### src/rtl/fft_pkg.sv
// Shared types and sizes for the fft_16 front-end sequencer.
package fft_pkg;

    localparam int FFT_N    = 16;
    localparam int SAMPLE_W = 18;

    typedef logic [SAMPLE_W-1:0] sample_t;
    typedef logic [SAMPLE_W:0]   mag_t;

    typedef enum logic [1:0] {
        IDLE  = 2'd0,
        START = 2'd1,
        DRAIN = 2'd2
    } ctrl_state_t;

endpackage

### src/rtl/frame_pingpong_buf.sv
// Two-bank sample store: writer fills banks alternately, reader selects one bank as a whole frame.
module frame_pingpong_buf
    import fft_pkg::*;
#(
    parameter int WIDTH = SAMPLE_W,
    parameter int N     = FFT_N
) (
    input  logic             clk,
    input  logic             rst_n,
    input  logic [WIDTH-1:0] sample_in,
    input  logic             sample_valid,
    output logic             sample_ready,
    input  logic             rd_bank,
    input  logic             bank_release,
    output logic [1:0]       bank_full,
    output logic [WIDTH-1:0] rd_samples [0:N-1]
);
    localparam int IDX_W = $clog2(N);

    logic [WIDTH-1:0] mem [0:1][0:N-1];
    logic [1:0]       full_q;
    logic             wr_bank;
    logic [IDX_W-1:0] wr_idx;
    logic             push;
    logic             fill;
    logic [1:0]       fill_mask;
    logic [1:0]       rel_mask;

    // A full bank at the write pointer back-pressures; nothing is ever overwritten.
    assign sample_ready = !full_q[wr_bank];
    assign push         = sample_valid && sample_ready;
    assign fill         = push && (wr_idx == IDX_W'(N - 1));
    assign fill_mask    = fill ? (wr_bank ? 2'b10 : 2'b01) : 2'b00;
    assign rel_mask     = bank_release ? (rd_bank ? 2'b10 : 2'b01) : 2'b00;
    assign bank_full    = full_q;

    always_ff @(posedge clk or negedge rst_n) begin
        if (!rst_n) begin
            full_q  <= 2'b00;
            wr_bank <= 1'b0;
            wr_idx  <= '0;
            for (int b = 0; b < 2; b++) begin
                for (int i = 0; i < N; i++) begin
                    mem[b][i] <= '0;
                end
            end
        end else begin
            // Fill and release always target different banks, so both apply together.
            full_q <= (full_q & ~rel_mask) | fill_mask;
            if (push) begin
                mem[wr_bank][wr_idx] <= sample_in;
                wr_idx <= fill ? '0 : wr_idx + 1'b1;
                if (fill) begin
                    wr_bank <= ~wr_bank;
                end
            end
        end
    end

    always_comb begin
        for (int i = 0; i < N; i++) begin
            rd_samples[i] = mem[rd_bank][i];
        end
    end

endmodule

### src/rtl/fft_frame_ctrl.sv
// Frame sequencer in front of fft_16: ping-pong capture, start/done handshake, magnitude latch.
// Define FFT_TIMEOUT_EN to add an fft_done watchdog with a sticky fft_err flag.
module fft_frame_ctrl
    import fft_pkg::*;
#(
    parameter int WIDTH       = SAMPLE_W,
    parameter int N           = FFT_N,
    parameter int TIMEOUT_CYC = 256
) (
    input  logic             clk,
    input  logic             rst_n,
    input  logic [WIDTH-1:0] sample_in,
    input  logic             sample_valid,
    output logic             sample_ready,
    output logic             fft_start,
    input  logic             fft_done,
    output logic [WIDTH-1:0] fft_samples [0:N-1],
    input  logic [WIDTH:0]   fft_mag [0:N-1],
    output logic [WIDTH:0]   mag_out [0:N-1],
    output logic             mag_valid,
    output logic             fft_err,
    output logic [1:0]       fsm_state
);
    ctrl_state_t state;
    ctrl_state_t state_next;
    logic        rd_bank;
    logic        bank_release;
    logic        capture;
    logic [1:0]  bank_full;

    frame_pingpong_buf #(.WIDTH(WIDTH), .N(N)) u_buf (
        .clk          (clk),
        .rst_n        (rst_n),
        .sample_in    (sample_in),
        .sample_valid (sample_valid),
        .sample_ready (sample_ready),
        .rd_bank      (rd_bank),
        .bank_release (bank_release),
        .bank_full    (bank_full),
        .rd_samples   (fft_samples)
    );

    assign fsm_state = state;

`ifdef FFT_TIMEOUT_EN
    localparam int CNT_W = $clog2(TIMEOUT_CYC + 1);
    logic [CNT_W-1:0] tmo_cnt;
    logic             timeout;
`endif

    always_comb begin
        state_next   = state;
        fft_start    = 1'b0;
        bank_release = 1'b0;
        capture      = 1'b0;
`ifdef FFT_TIMEOUT_EN
        timeout      = 1'b0;
`endif
        case (state)
            IDLE: begin
                if (bank_full[rd_bank]) state_next = START;
            end
            START: begin
                fft_start = 1'b1;
                if (fft_done) begin
                    capture      = 1'b1;
                    bank_release = 1'b1;
                    state_next   = DRAIN;
                end
`ifdef FFT_TIMEOUT_EN
                else if (tmo_cnt == CNT_W'(TIMEOUT_CYC - 1)) begin
                    timeout      = 1'b1;
                    bank_release = 1'b1;
                    state_next   = DRAIN;
                end
`endif
            end
            DRAIN: begin
                if (!fft_done) state_next = IDLE;
            end
            default: state_next = IDLE;
        endcase
    end

    // Banks are consumed strictly in fill order, so the read pointer simply alternates.
    always_ff @(posedge clk or negedge rst_n) begin
        if (!rst_n) begin
            state     <= IDLE;
            rd_bank   <= 1'b0;
            mag_valid <= 1'b0;
            for (int k = 0; k < N; k++) begin
                mag_out[k] <= '0;
            end
        end else begin
            state     <= state_next;
            mag_valid <= capture;
            if (bank_release) rd_bank <= ~rd_bank;
            if (capture) begin
                for (int k = 0; k < N; k++) begin
                    mag_out[k] <= fft_mag[k];
                end
            end
        end
    end

`ifdef FFT_TIMEOUT_EN
    always_ff @(posedge clk or negedge rst_n) begin
        if (!rst_n) begin
            tmo_cnt <= '0;
            fft_err <= 1'b0;
        end else begin
            tmo_cnt <= (state == START && state_next == START) ? tmo_cnt + 1'b1 : '0;
            if (timeout) fft_err <= 1'b1;
        end
    end
`else
    // Watchdog absent: the flag is a constant zero for any legal TIMEOUT_CYC.
    assign fft_err = (TIMEOUT_CYC < 0);
`endif

endmodule

### config.mk
export PLATFORM = sky130hd
export DESIGN_NAME = fft_frame_ctrl
export DESIGN_NICKNAME = d
export VERILOG_FILES = /design/src/rtl/fft_pkg.sv /design/src/rtl/frame_pingpong_buf.sv /design/src/rtl/fft_frame_ctrl.sv
export SDC_FILE = /design/constraint.sdc
export NUM_CORES = 1
export LEC_CHECK = 0
export CAP_MARGIN = 30
export CORE_AREA = 2 2 363 365
export CTS_CLUSTER_SIZE = 40
export DETAILED_ROUTE_END_ITERATION = 8
export DIE_AREA = 0 0 365 367
export GPL_TIMING_DRIVEN = 0
export PLACE_DENSITY = 0.49
export SYNTH_ARGS = -nofsm -noshare
export SYNTH_HDL_FRONTEND = slang
export SYNTH_HIERARCHICAL = 1
export SYNTH_SLANG_ARGS = --single-unit
### constraint.sdc
create_clock -name clk -period 2.2 [get_ports clk]
set_input_delay 0.33 -clock clk [delete_from_list [all_inputs] [get_ports clk]]
set_output_delay 0.33 -clock clk [all_outputs]
set_load 0.005 [all_outputs]
**After elaboration in Yosys (flattened, before gate mapping)**

Index checks and enable logic that the tools add are counted.
W data, S select, Z words.

- Bits in registers: 891
- Latch bits: 0
- Memory bits (writable): 0
- ROM bits: 0
- Output and inout bits: 598
- Memories: 0

- Add/subtract/negate cells: 1
- Multipliers: 0
- Divide/modulo/power cells: 0
- Order comparisons: 7
- Eq/ne operators: 6
- Shift operators: 0
- Muxes and demuxes: 24
- Bitwise gates (word level): 8
- Reduce and logical (&&, ||, !) cells: 8

Operators with widths:

| cell | count |
|---|---|
| $mux W288 | 4 |
| $bwmux W576 | 1 |
| $demux W288 S1 | 1 |
| $demux W18 S4 | 1 |
| $mux W18 | 1 |
| $mux W2 | 7 |
| $mux W1 | 7 |
| $ne A2 B2 Y1 const B | 3 |
| $pmux W2 S3 | 1 |
| $ge A5 B5 Y1 const B | 1 |
| $lt A5 B1 Y1 const B | 1 |
| $not A4 Y5 | 1 |
| $add A4 B1 Y4 const B | 1 |
| $eq A4 B4 Y1 const B | 1 |
| $ge A2 B2 Y1 const B | 2 |
| $logic_and A1 B1 Y1 | 4 |
| $lt A1 B2 Y1 const B | 2 |
| $mux W4 | 1 |
| $not A1 Y2 | 2 |
| $reduce_and A3 Y1 | 1 |
| $and A2 B2 Y2 | 1 |
| $eq A2 B1 Y1 const B | 1 |
| $eq A2 B2 Y1 const B | 1 |
| $logic_not A2 Y1 | 1 |
| other kinds (6) | 7 |

**Longest topological paths before layout**

Gate-level depths: netlist of the first run.

- Word-level depth: 8
- Gate-level depth with buffers: 7
- Depth with buffers taken out: 5

**Cells and area by module**

Netlist of the first run, hierarchy kept.

Modules (own cells, without submodules):

| module | instances | cells each | area each (sq um) |
|---|---|---|---|
| frame_pingpong_buf | 1 | 1,654 | 25,592.0 |
| fft_frame_ctrl | 1 | 656 | 12,459.4 |

**Worst setup path before layout of the first run**

No wires, ideal clock.

- Kind: register to register
- Start: register u_buf.wr_idx[0]
- End: register u_buf/mem[295] (netlist bit)
- Arrival: 1.805 ns
- Data required time: 2.075 ns
- Path slack: 0.270 ns
- Stages on the path, launching flop included: 7
- Clock period less this slack: 1.930 ns
- Cells stage by stage: dfrtp_1 > ha_1 > and3_1 > nor4bb_1 > buf_2 > buf_4 > mux2_2

- Word-level cells in the longest chain between the ends: 8
- Elaborated cells between the ends (all ways): 9
- Classes of those cells: 2 x order compare; 5 x mux; 1 x bitwise; 1 x reduce/logical

RTL lines:

| what | RTL line | RTL |
|---|---|---|
| start, declared | frame_pingpong_buf.sv:23 | `logic [IDX_W-1:0] wr_idx;` |
| start signal, assigned | frame_pingpong_buf.sv:52 | `wr_idx <= fill ? '0 : wr_idx + 1'b1;` |
| $not A4 Y5 (not written as such) * | frame_pingpong_buf.sv:51 | `mem[wr_bank][wr_idx] <= sample_in;` |
| $ge A5 B5 Y1 (not written as such) or $lt A5 B1 Y1 (tied branches) | frame_pingpong_buf.sv:51 |  |
| $logic_and A1 B1 Y1 (not written as such) | frame_pingpong_buf.sv:51 |  |
| $mux W18 (not written as such) | frame_pingpong_buf.sv:51 |  |
| $demux W18 S4 * | frame_pingpong_buf.sv:51 |  |
| $mux W288 (not written as such) * | frame_pingpong_buf.sv:51 |  |
| $demux W288 S1 * | frame_pingpong_buf.sv:51 |  |
| $bwmux W576 * | frame_pingpong_buf.sv:51 |  |
| end signal, assigned by index | frame_pingpong_buf.sv:51 |  |
| end, declared | frame_pingpong_buf.sv:20 | `logic [WIDTH-1:0] mem [0:1][0:N-1];` |

Mark *: on every way between the ends. The rest lies on a longest branch, timed or not.
A chain may end at the register's enable or synchronous reset.

==> flow_summary.yaml, run 1 <==
power_and_ir_drop:
  switchingPower_uw: 28900
  p_per_area_mw_per_mm2: 1560
  p_int_uw: 56500
  power.static_leakage_uw: 0.0256
  ir_drop_mv: 0.728
  p_comb_frac: 0.453
  switching_share: 0.338
  pwr-share-clk: 0.213
  seqPwrFrac: 0.335
detailed_routing:
  dr.pass1.iters: 5
  drt_iter0_markers: 1324
  dr_total_vias: 25058
  drc: 0
  routed_via_density: 4.73
  ant_nets: 0
  wl_mm: 188
  wl_per_cell_um: 35.4
synthesis:
  synth_ff_type: "dfrtp_1"
  ys_seq_elements: 891
  synthArstFlopShare: 1.00
  syn_area_per_cell_um2: 16.5
  synthCells: 2310
  synth_top_area_share: 0.586
  yosysWarnings: 6
  ys_types: 40
  synth_area_leaders: "dfrtp_1 (59%), mux2_2 (27%), mux2_4 (9.4%)"
  synth_edf_count: 0
  ys_seq_area_frac: 0.586
  synth_top_area_cell: "dfrtp_1"
  synthesis.nets: 2640
  synth_common_cells: "mux2_2 (929), dfrtp_1 (891), mux2_4 (238), clkbuf_1 (77), buf_2 (32)"
  syn_area_mm2: 0.0381
  synth.most_common_cell: "mux2_2"
layout:
  syn_to_final_growth_pct: 43.7
  fin_cells: 5303
  fillers: 12005
  final_nets: 3756
  drive_above_1_share: 0.500
floorplan:
  die_h_um: 367
  dieWidth_um: 365
  initial_core_util: 0.292
  rows: 133
  core_area_mm2: 0.130
  io-pin-count: 924
  die_area_mm2: 0.134
sta:
  max_slew_margin: 0.338
  setup_ws_ns: -0.540
  worstMarginPinSlew_ns: 0.993
  fmax_mhz: 365
  fin_skew_ns: 0.0617
  worst_hold_slack_ns: -0.282
  setup_viol: 524
  period_needed_ns: 2.74
  rsz0062_at_grt: "true"
  slew_viol_final: 0
  finalHoldViolCount: 295
  period_share: 1.25
global_route:
  globalRouteOverflowTotal: 0
  grt_usage: 0.275
  grt_max_degree: 121
  grt_pass1_vias: 26788
  grt_pass1_wl_mm: 248
  grt_antenna_before_repair: 74
critical_path:
  cp.arrival_ns: 2.41
  cp-startpoint: "rd_bank"
  startpoint_type: "register"
  cp_max_fo: 6
  crit_chain: "clkbuf_16, clkbuf_16, buf_12, buf_12, mux2_2, dlygate4sd2_1"
  path_class: "reg2out"
  slowest_stage: "dfrtp_2"
  rr_startpoint: "u_buf/wr_idx[0]"
  worstPathRequired_ns: 1.87
  crit_family: "buffers and inverters"
  crit_buf_inv: 5
  slowest_delay_ns: 0.45
  r2r_setup_slack_ns: -0.41
  worst_setup_path_end_kind: "output pin"
place:
  gp_congestion: 1.07
  place_hpwl_mm: 149
  port_buffers: 922
  pre_cts_ws_ns: -0.879
  dp_cells: 5003
clocking:
  clockBufferDepth: 3
  cts.clk_slew.worst_paths_ns: 0.06
  cts.sinks: 891
  hold_buffers: 4
  cts_htree_levels: 3
  cts_made_buffers: 107
  insertion_delay_ns: 0.73
  cts_root_buf: "clkbuf_16"
  cts_tree: "done"
outcome:
  violations: "hold timing, setup timing"
  status: "finished with violations"
run:
  cap_violations: 0
worst_hold_path:
  hp-class: "in2async"
-- placed cells by master (no fill, tap or decap), drive strengths merged, types with 3 or more instances in the layout --
| cell type | n |
|---|---|
| dlygate4sd2 | 47 |
| clkinvlp | 4 |
| nand3 | 3 |
| clkdlybuf4s15 | 25 |
| nand4b | 4 |
| buf | 276 |
| dlymetal6s2s | 26 |
| nand2 | 19 |
| dfrtp | 891 |
| and4bb | 4 |
| clkinv | 28 |
| clkbuf | 308 |
| clkdlybuf4s50 | 645 |
| nor2 | 15 |
| ha | 4 |
| bufinv | 6 |
| mux2 | 1171 |
| inv | 7 |
| nor2b | 6 |
| diode | 31 |
-- power by group through the flow --
stage / Combinational [uW] / Sequential, uW / Clock [uW]
floorplan: 15100 / 26900 / 0
finish: 38700 / 28600 / 18100
detailed placement: 37100 / 28500 / 0
global placement: 36700 / 28500 / 0
CTS: 37800 / 28400 / 18700
global route: 40500 / 29300 / 19300
-- metal layers --
metal  track usage  part of all wire  vias to the layer above
met5             0           0.00013                        -
met4        0.0877             0.030                        4
met3        0.0919             0.079                      251
met2         0.468              0.50                      902
met1         0.323              0.39                    13379
li1              -                 -                    10522
-- stage by stage --
stage | setup TNS, ns | utilization | hold slack, ns | power (uW) | cell area [um2]
2_1_floorplan | 0 | - | 0.0344 | 42000 | 38100
3_3_place_gp | - | 0.379 | 0.476 | 65200 | 49500
3_5_place_dp | -456.53 | 0.382 | 0.360 | 65600 | 49800
4_1_cts | -255.75 | 0.414 | 0.149 | 84800 | 54000
5_1_grt | -186.54 | 0.419 | -0.271 | 89100 | 54700
6_report | -137.76 | 0.419 | -0.282 | 85400 | 54700
-- cells by family (layout without fill, tap and decap cells) --
group                      after synthesis  count (layout)  synth area share
AOI/OAI and AO/OA                        7               7           0.00115
xor gates and xnor gates                 3               3          0.000691
adders and majority gates                4               4           0.00132
buffers and inverters                  166            1373            0.0265
DFF                                    891             891             0.586
muxes                                 1172            1172             0.371
other                                    1              32         0.0000986
and+or+nand+nor                         66              66            0.0137
-- cell type report --
class / instances / area [um2] / share of cell area
well taps: 1755 / 2200 / 0.0401
multi-input cells: 1253 / 15100 / 0.277
repair buffers: 1009 / 9890 / 0.181
diodes: 31 / 77.6 / 0.00142
plain buffers: 161 / 1500 / 0.0274
clock buffers: 158 / 3110 / 0.0568
inverters: 3 / 11.3 / 0.000206
flip-flops and latches: 891 / 22300 / 0.408
clock inverters: 42 / 484 / 0.00885
-- repair_timing --
| item | CTS | global route |
|---|---|---|
| setup buffers | 19 | 44 |
| endpoints found under the hold margin | 69 | 295 |
| cloned | 3 | 3 |
| gates resized for setup | 704 | 431 |
| endpoints found under the setup margin | 526 | 857 |
-- state kept, by name, indices dropped and copies added, names as in the netlist --
name / count
mag_valid: 1
u_buf/wr_bank: 1
u_buf/bank_full: 2
u_buf/mem: 576
fsm_state: 2
mag_out: 304
rd_bank: 1
u_buf/wr_idx: 4
-- worst reg2reg max path, stage by stage, from the launching register on --
cell and delay [ns]:
dfrtp_1 0.45, inv_1 0.10, ha_1 0.24, and4bb_2 0.29, nand2_1 0.52, buf_2 0.46, mux2_2 0.39
-- path summary, 6_finish.rpt --
path,end,cells after the start
min in group clk,mag_out[276],2
max in group asynchronous,mag_out[45],5
setup / recovery,fft_samples[245],6
hold reg to reg,u_buf/mem[537],1
hold / removal,u_buf/mem[201],2
setup reg to reg,u_buf/mem[422],6
(Power assumes the default switching activity.)
==> inputs of run 2 (changes only) <==
GPL_ROUTABILITY_DRIVEN = 0   (was not set)
==> flow_summary.yaml, run 2 (synthesis gave the netlist of run 1 again) <==
outcome:
  status: "finished with violations"
  violations: "hold timing, setup timing"
critical_path:
  slowest_delay_ns: 0.46
  crit_family: "buffers and inverters"
  crit_chain: "clkbuf_16, buf_8, mux2_2, clkdlybuf4s50_1"
  slowest_stage: "clkdlybuf4s50_1"
  cp.arrival_ns: 2.35
  startpoint_type: "register"
  worstPathRequired_ns: 1.87
  cp_max_fo: 10
  worst_setup_path_end_kind: "output pin"
  crit_buf_inv: 3
  path_class: "reg2out"
global_route:
  globalRouteOverflowTotal: 0
  grt_antenna_before_repair: 28
  grt_max_degree: 128
  grt_pass1_vias: 27373
  grt_pass1_wl_mm: 235
  grt_usage: 0.255
power_and_ir_drop:
  switchingPower_uw: 28900
  switching_share: 0.324
  seqPwrFrac: 0.319
  p_comb_frac: 0.478
  p_int_uw: 60500
  power.static_leakage_uw: 0.0263
  pwr-share-clk: 0.203
  p_per_area_mw_per_mm2: 1580
  ir_drop_mv: 0.687
layout:
  fin_util: 0.435
  fillers: 11814
  top_regs: "u_buf/mem x576, mag_out x304, u_buf/wr_idx x4"
  final_nets: 3834
  fin_area_mm2: 0.0567
  final_common_cell: "dfrtp_1"
  fin_cells: 5353
  drive_above_1_share: 0.549
  largest_reg_flops: 576
  layout_common_cells: "dfrtp_1 (862), mux2_2 (780), clkdlybuf4s50_1 (606)"
  largest_register: "u_buf/mem"
  syn_to_final_growth_pct: 49.1
floorplan:
  die_area_mm2: 0.134
  io-pin-count: 924
  dieWidth_um: 365
  die_h_um: 367
  initial_core_util: 0.292
  core_area_mm2: 0.130
  rows: 133
sta:
  finalHoldViolCount: 104
  fmax_mhz: 374
  setup_viol: 288
  rsz0062_at_grt: "true"
  setup_ws_ns: -0.476
  max_slew_margin: 0.376
  worstMarginPinSlew_ns: 0.936
  period_share: 1.22
  period_needed_ns: 2.68
  fin_skew_ns: 0.0344
  slew_viol_final: 0
  worst_hold_slack_ns: -0.438
clocking:
  cts.clk_slew.worst_paths_ns: 0.06
  cts_made_buffers: 107
  cts_htree_levels: 3
  cts.sinks: 891
  cts_tree: "done"
  cts_root_buf: "clkbuf_16"
  insertion_delay_ns: 0.71
  clockBufferDepth: 3
detailed_routing:
  ant_nets: 0
  routed_via_density: 4.69
  wl_mm: 174
  wl_per_cell_um: 32.4
  dr.pass1.iters: 5
  drt_iter0_markers: 1292
  dr_total_vias: 25091
  drc: 0
place:
  dp_cells: 5001
  place_hpwl_mm: 132
  port_buffers: 922
  dpl_cell_area_mm2: 0.0498
worst_hold_path:
  hp-class: "in2async"
run:
  cap_violations: 0
-- run 2: worst paths after layout --
check	startpoint	cells after the start	slack, ns	to
max	rd_bank	4	-0.48	fft_samples[77]
min	rst_n	1	-0.44	mag_out[29]
max reg2reg	u_buf/wr_idx[0]	6	0.01	u_buf/mem[354]
min reg2reg	u_buf/mem[534]	1	0.49	u_buf/mem[534]
max in group asynchronous	rst_n	4	0.40	mag_out[92]
min in group clk	fft_mag[153]	2	0.23	mag_out[153]
-- run 2: area by class of cell --
| cell class | count | area, um2 | area share |
|---|---|---|---|
| timing repair buffer | 1094 | 11600 | 0.205 |
| inverter | 3 | 11.3 | 0.000198 |
| clock buffer | 165 | 3300 | 0.0581 |
| multi-input combinational | 1253 | 15400 | 0.272 |
| buffer | 154 | 1450 | 0.0256 |
| clock inverter | 30 | 334 | 0.00589 |
| sequential | 891 | 22300 | 0.394 |
| tap | 1755 | 2200 | 0.0387 |
| antenna | 8 | 20.0 | 0.000353 |
-- run 2: worst register-to-register path, delay by kind of cell, from the launching register on --
kind / cells / cell delay (ns)
multiplexers: 1 / 0.41
adder cells (fa/ha/maj): 1 / 0.22
buffers and inverters: 2 / 0.41
flip-flops: 1 / 0.45
AND/OR/NAND/NOR: 2 / 0.55
-- run 2: what timing repair did --
action	4_1_cts	5_1_grt
setup buffers	118	38
setup endpoints to repair	594	531
endpoints found under the hold margin	104	104
pin swaps	7	3
resized for setup	1703	351
cloned	16	1
-- run 2: layer usage --
metal | share of wire | vias to the layer above | track usage
met5 | 0.00016 | - | 0
met4 | 0.028 | 4 | 0.0757
met3 | 0.094 | 206 | 0.0894
met2 | 0.47 | 884 | 0.410
met1 | 0.41 | 13350 | 0.322
li1 | - | 10647 | -
-- run 2: stage by stage --
stage | setup slack [ns] | TNS [ns] | total power, uW
2_1_floorplan | 0.270 | 0 | 42000
3_3_place_gp | -38.81 | - | 63900
3_5_place_dp | -0.870 | -404.32 | 64400
4_1_cts | -0.573 | -117.56 | 88300
5_1_grt | -0.524 | -108.76 | 93400
6_report | -0.476 | -91.55 | 89400
-- run 2: power groups by stage --
stage,clock network (uW),registers [uW],logic [uW]
6_report,18200,28500,42700
5_1_grt,19400,29300,44800
4_1_cts,18700,28300,41300
3_5_place_dp,0,28400,36100
3_3_place_gp,0,28300,35600
2_1_floorplan,0,26900,15100
